### config.mk
export PLATFORM = sky130hd
export DESIGN_NAME = ram_arbiter
export DESIGN_NICKNAME = d
export VERILOG_FILES = /design/src/rtl/ram_arbiter.sv
export SDC_FILE = /design/constraint.sdc
export NUM_CORES = 1
export LEC_CHECK = 0
export ABC_AREA = 1
export CAP_MARGIN = 20
export CELL_PAD_IN_SITES_DETAIL_PLACEMENT = 2
export CELL_PAD_IN_SITES_GLOBAL_PLACEMENT = 2
export CORE_MARGIN = 2
export CORE_UTILIZATION = 36
export DETAILED_ROUTE_END_ITERATION = 6
export DONT_BUFFER_PORTS = 1
export MAX_ROUTING_LAYER = met4
export PLACE_DENSITY_LB_ADDON = 0.25
export SETUP_SLACK_MARGIN = 0.2
export SYNTH_ARGS = -nofsm -noshare
export SYNTH_HDL_FRONTEND = slang
export SYNTH_SLANG_ARGS = --single-unit
### constraint.sdc
create_clock -name clk -period 8.6 [get_ports clk]
set_input_delay 0.86 -clock clk [delete_from_list [all_inputs] [get_ports clk]]
set_output_delay 0.86 -clock clk [all_outputs]
set_load 0.005 [all_outputs]
### src/rtl/ram_arbiter.sv
// rtl/ram_arbiter.sv - Serialises IF/MEM 32-bit requests onto an 8-bit synchronous RAM bus.
module ram_arbiter (
    input  logic        clk,
    input  logic        rst,
    input  logic        branch_interception,
    input  logic        if_req,
    input  logic [31:0] if_addr,
    output logic        if_done,
    output logic [31:0] if_inst,
    input  logic        mem_req,
    input  logic        mem_we,
    input  logic [1:0]  mem_len,
    input  logic [31:0] mem_addr,
    input  logic [31:0] mem_wdata,
    output logic        mem_done,
    output logic [31:0] mem_rdata,
    input  logic [7:0]  ram_din,
    output logic [7:0]  ram_dout,
    output logic [31:0] ram_a,
    output logic        ram_wr
);

    typedef enum logic [2:0] {IDLE, IF_RD, MEM_RD, MEM_WR, DONE} state_t;

    state_t      r_state;
    logic [2:0]  r_cnt;
    logic [2:0]  r_n;
    logic [31:0] r_addr;
    logic [31:0] r_wdata;
    logic [31:0] r_buf;
    logic        r_if_done;
    logic        r_mem_done;
    logic [31:0] r_if_inst;
    logic [31:0] r_mem_rdata;
    logic [31:0] r_ram_a;
    logic [7:0]  r_ram_dout;
    logic        r_ram_wr;

    logic [2:0]  w_mem_n;
    logic [2:0]  w_cnt_inc;
    logic [31:0] w_next_a;
    logic        w_last_rd;
    logic [1:0]  w_bi;
    logic [31:0] w_rd_word;
    logic [7:0]  w_wr_byte;

    assign w_mem_n   = (mem_len == 2'b00) ? 3'd1 : (mem_len == 2'b01) ? 3'd2 : 3'd4;
    assign w_cnt_inc = r_cnt + 3'd1;
    assign w_next_a  = r_addr + {29'd0, w_cnt_inc};
    assign w_last_rd = (r_cnt == r_n);
    assign w_bi      = r_cnt[1:0] - 2'd1;

    // r_cnt is the index of the address on the bus; the byte arriving now belongs to r_cnt-1.
    always_comb begin
        w_rd_word = r_buf;
        if (r_cnt != 3'd0) begin
            w_rd_word[{w_bi, 3'b000} +: 8] = ram_din;
        end
    end

    always_comb begin
        w_wr_byte = r_wdata[7:0];
        case (w_cnt_inc[1:0])
            2'd1:    w_wr_byte = r_wdata[15:8];
            2'd2:    w_wr_byte = r_wdata[23:16];
            2'd3:    w_wr_byte = r_wdata[31:24];
            default: w_wr_byte = r_wdata[7:0];
        endcase
    end

    always_ff @(posedge clk or posedge rst) begin
        if (rst) begin
            r_state     <= IDLE;
            r_cnt       <= 3'd0;
            r_n         <= 3'd0;
            r_addr      <= 32'd0;
            r_wdata     <= 32'd0;
            r_buf       <= 32'd0;
            r_if_done   <= 1'b0;
            r_mem_done  <= 1'b0;
            r_if_inst   <= 32'd0;
            r_mem_rdata <= 32'd0;
            r_ram_a     <= 32'd0;
            r_ram_dout  <= 8'd0;
            r_ram_wr    <= 1'b0;
        end else begin
            r_if_done  <= 1'b0;
            r_mem_done <= 1'b0;
            case (r_state)
                IDLE: begin
                    if (mem_req) begin
                        r_addr  <= mem_addr;
                        r_wdata <= mem_wdata;
                        r_n     <= w_mem_n;
                        r_cnt   <= 3'd0;
                        r_buf   <= 32'd0;
                        r_ram_a <= mem_addr;
                        if (mem_we) begin
                            r_ram_wr   <= 1'b1;
                            r_ram_dout <= mem_wdata[7:0];
                            r_state    <= MEM_WR;
                        end else begin
                            r_state <= MEM_RD;
                        end
                    end else if (if_req && !branch_interception) begin
                        r_addr  <= if_addr;
                        r_n     <= 3'd4;
                        r_cnt   <= 3'd0;
                        r_buf   <= 32'd0;
                        r_ram_a <= if_addr;
                        r_state <= IF_RD;
                    end
                end
                IF_RD, MEM_RD: begin
                    if (r_state == IF_RD && branch_interception) begin
                        r_ram_a <= 32'd0;
                        r_state <= IDLE;
                    end else begin
                        r_buf <= w_rd_word;
                        if (w_last_rd) begin
                            r_state <= DONE;
                            if (r_state == IF_RD) begin
                                r_if_done <= 1'b1;
                                r_if_inst <= w_rd_word;
                            end else begin
                                r_mem_done  <= 1'b1;
                                r_mem_rdata <= w_rd_word;
                            end
                        end else begin
                            r_cnt   <= w_cnt_inc;
                            r_ram_a <= (w_cnt_inc < r_n) ? w_next_a : 32'd0;
                        end
                    end
                end
                MEM_WR: begin
                    if (w_cnt_inc == r_n) begin
                        r_ram_a    <= 32'd0;
                        r_ram_dout <= 8'd0;
                        r_ram_wr   <= 1'b0;
                        r_mem_done <= 1'b1;
                        r_state    <= DONE;
                    end else begin
                        r_cnt      <= w_cnt_inc;
                        r_ram_a    <= w_next_a;
                        r_ram_dout <= w_wr_byte;
                    end
                end
                DONE: begin
                    r_state <= IDLE;
                end
                default: begin
                    r_state <= IDLE;
                end
            endcase
        end
    end

    // A flush landing on the DONE cycle must still suppress the fetch.
    assign if_done   = r_if_done & ~branch_interception;
    assign if_inst   = r_if_inst;
    assign mem_done  = r_mem_done;
    assign mem_rdata = r_mem_rdata;
    assign ram_a     = r_ram_a;
    assign ram_dout  = r_ram_dout;
    assign ram_wr    = r_ram_wr;

endmodule

==> summary by stage <==
Logic synthesis
A synthesized cell averages slightly below 8 sq um. The post-synthesis sequential element count is 212. In the synthesized netlist the async set-or-reset flop fraction comes to 1.00. After technology mapping, the gate count stands at 1,361. The number of enable-type register cells in the synthesized netlist is 0. Synthesis instantiated 36 different standard cells from the library. After synthesis the cells add up to between 10,000 and 15,000 sq um. For this run, the number of Yosys warnings is 0. Of the synthesized area, sequential elements account for 0.499.

The commonest register cell after synthesis is sky130_fd_sc_hd__dfrtp_1. The number of nets in the synthesized netlist is about 1,500.

Critical path
The worst setup path is launched from a flop. The count of cells along the worst register-to-register path is 11. The critical path goes through clkinv_1 > ha_1 > inv_1 > fa_1 > o21ai_1 > nand2_1 > nor2_1 > nand2_1 > nand2_1 > nand3_1 > a21oi_1. For the worst setup path, the data required time is around 9100 ps. The cell repeated most along the worst path is sky130_fd_sc_hd__nand2_1. The number of buffers and inverters on the critical path is 2.

The highest-delay cell along the critical path is sky130_fd_sc_hd__ha_1. The largest delay contributor family on the critical path is adder cells. STA puts the critical path data arrival time at 4320 ps. The longest individual stage delay on the worst path is 700 ps. Along the worst path, the maximum fanout reaches 28. The cell depth of the worst setup path is 11. The startpoint-to-endpoint class of the critical path is reg -> reg. The endpoint type of the worst setup path is a flop.

Die
Row generation in the floorplan step produced 62 rows. The floorplan step set the die width to 176 um. The die is 176 um tall. The floorplan core area is ~29,000 sq um. For this configuration, the core starts out at a cell density of 0.368. For this design the top-level I/O count stands at 219. The die covers 30,900 sq um.

Timing
The number of slew-limit violations in the final report is 0. Hold timing on the final database bottoms out at a slack of around 210 ps. The setup TNS is 0 ps.

The minimum period implied by the final worst setup slack is just under 4000 ps. Measured against its own limit, the worst slew margin works out to 0.366. The highest attainable clock frequency is between 200 and 300 MHz.

The final-report hold violation count is 0. The maximum clock skew at final layout is 14.6 ps. The number of failing setup endpoints in the final timing report is 0. Setup repair after global routing left no endpoint under its margin. The final critical-path share of the clock period is 0.449. The transition at the pin with the smallest max-transition slack is between 900 and 1000 ps.

Detailed routing
Dividing the detail-routed via count by the number of cells gives 5.25. After detailed routing, the average wire length per cell comes to 20.2 um. The final layout contains routed wiring with a total length of 35.0 mm. In this run, the number of DRC markers left after iteration 0 of detailed routing was 412. The iteration count of the initial detailed-routing pass is 4. For this run, design rule violations remaining after detail routing come to 0. Detailed routing inserted a total of around 9,100 vias. Once detail routing completed, the nets flagged for antenna violations numbered 0.

Hold path
The tightest min-delay check is of the in -> async type.

CTS
TritonCTS built the clock tree. CTS built an H-tree with a depth of 1. The longest clock path from root to sink contains 3 buffers. The number of buffers created by CTS is 26. In this run the post-CTS setup repair buffer count came out at 0. The number of hold buffers added after CTS was 0. The count of clock tree sinks is roughly 210. Clock-pin slew was measured on the worst setup and hold paths at around 60 ps. The later-pin clock latency in the skew report is around 540 ps. The root buffer cell chosen for the clock tree is sky130_fd_sc_hd__clkbuf_16. In this run, post-CTS repair resized a total of 0 instances.

Global route
The first global-routing pass estimated about 56 mm of wire. The initial antenna violation count is 0. The number of global-route vias before repair is between 9,000 and 10,000.

The aggregate global-route resource usage is 0.234. The maximum number of pins on one net before global-route repair is 76. Global routing finished with a remaining overflow of 0.

Outcome
The flow ran to the end, and the final reports show no timing, DRC or antenna violations.

Power
Summed over all cells, the static leakage comes to between 5 and 6 nW. The total power per unit cell area is about 380 nW/um^2. The maximum vdd ir drop is roughly 0.19 mV.

Placement
The half-perimeter wire length of the detailed placement result is 25.5 mm. The final weighted congestion of routability-driven global placement is just over 0.8. The count of buffers added on input and output ports is 0. The number of placed instances with taps included is 1,691.

Final layout
The finished layout holds roughly 1,700 standard cells, fillers aside. The most common cell after layout, fill and taps aside is sky130_fd_sc_hd__nand2_1. Fill cells in the final layout number about 3,400. In the final design database the tool counted about 1,500 nets. Once layout is complete, the utilization of the core stands at 0.407. 0 antenna diodes ended up in the layout. The share of post-route cells with drive strength above 1 is 0.0502.

The top cell types in the final layout, fill and taps aside, are 422 x sky130_fd_sc_hd__nand2_1, 212 x sky130_fd_sc_hd__dfrtp_1, 166 x sky130_fd_sc_hd__nor2_1, 105 x sky130_fd_sc_hd__o21ai_0, 92 x sky130_fd_sc_hd__inv_1. The area growth from synthesis to layout is 10.5%.

Flow run
Across the run, the number of max-cap violations was 0.
==> through the flow <==
step | power, W | setup WS (ps) | instance area, sq um
CTS | 0.00453 | 4730 | 11700
global route | 0.00482 | 4340 | 11700
finish | 0.00446 | 4740 | 11700
global placement | 0.00327 | 4970 | 10800
detailed placement | 0.00339 | 4770 | 10900
floorplan | 0.00285 | 1950 | 10600
==> sequential cells by signal (all words and copies together) (netlist names) <==
register and flops:
r_state 3, r_buf 32, r_wdata 32, r_cnt 3, mem_rdata 32, ram_wr 1, if_inst 32, r_if_done 1
ram_dout 8, r_addr 32, r_n 3, mem_done 1, ram_a 32
==> layer usage <==
layer	vias up	track usage	part of all wire
met5	-	-	0
met4	0	0.0420	0.016
met3	37	0.0500	0.061
met2	202	0.399	0.49
met1	4549	0.291	0.44
li1	4335	-	-
==> worst paths after layout <==
path | from | to | slack, ps
max | r_cnt[0] | ram_a[24] | 4740
min | rst | mem_rdata[19] | 210
max reg2reg | r_cnt[0] | ram_a[24] | 4740
min reg2reg | r_wdata[9] | r_wdata[9] | 470
max in group asynchronous | rst | r_n[1] | 7000
min in group clk | mem_len[0] | r_n[0] | 420
==> Yosys cell counts, types with 6 or more instances <==
master                     count  area, sq um
sky130_fd_sc_hd__buf_6         6         67.6
sky130_fd_sc_hd__mux2i_1      19          190
sky130_fd_sc_hd__a21oi_1      67          335
sky130_fd_sc_hd__nand2_1     422         1580
sky130_fd_sc_hd__nor2_1      166          623
sky130_fd_sc_hd__o21ai_0     105          526
sky130_fd_sc_hd__inv_1        94          353
sky130_fd_sc_hd__nand3_1      44          220
sky130_fd_sc_hd__o22ai_1      16          100
sky130_fd_sc_hd__o21ai_1      18         90.1
sky130_fd_sc_hd__ha_1         12          150
sky130_fd_sc_hd__o21a_1       32          240
sky130_fd_sc_hd__buf_4        10         75.1
sky130_fd_sc_hd__nor3_1       34          170
sky130_fd_sc_hd__dfrtp_1     212         5310
sky130_fd_sc_hd__buf_2        13         65.1
sky130_fd_sc_hd__clkbuf_1     31          116
sky130_fd_sc_hd__a31oi_1      14         87.6
==> final cells by class <==
cell class,instances,area (sq um),share of cell area
flip-flops and latches,212,5310,0.452
multi-input cells,986,4610,0.393
repair buffers,8,100,0.00852
clock inverters,8,101,0.00863
well taps,384,480,0.0409
clock buffers,38,756,0.0644
inverters,102,390,0.0332
==> report_power, final <==
part	leakage (nW)	total (W)	switching, W	internal [W]
combinational	2.33	0.00159	0.00108	0.000503
sequential	2.68	0.00177	0.000379	0.00139
clock	0.425	0.00111	0.000439	0.000666
total	5.44	0.00446	0.00190	0.00256
==> worst register-to-register path: stages, from the launching register on <==
cell and delay (ps):
sky130_fd_sc_hd__dfrtp_1 490, sky130_fd_sc_hd__clkinv_1 670, sky130_fd_sc_hd__ha_1 700, sky130_fd_sc_hd__inv_1 110
sky130_fd_sc_hd__fa_1 470, sky130_fd_sc_hd__o21ai_1 540, sky130_fd_sc_hd__nand2_1 230, sky130_fd_sc_hd__nor2_1 230
sky130_fd_sc_hd__nand2_1 90, sky130_fd_sc_hd__nand2_1 60, sky130_fd_sc_hd__nand3_1 60, sky130_fd_sc_hd__a21oi_1 150
==> cells by family after synthesis <==
group,Yosys count,synth area share
fa+ha+maj,13,0.0160
xor+xnor,6,0.00495
mux,19,0.0179
flops,212,0.499
simple gates,687,0.259
buf+inv,163,0.0669
compound gates,261,0.136
Power figures use the tool's default switching activity.
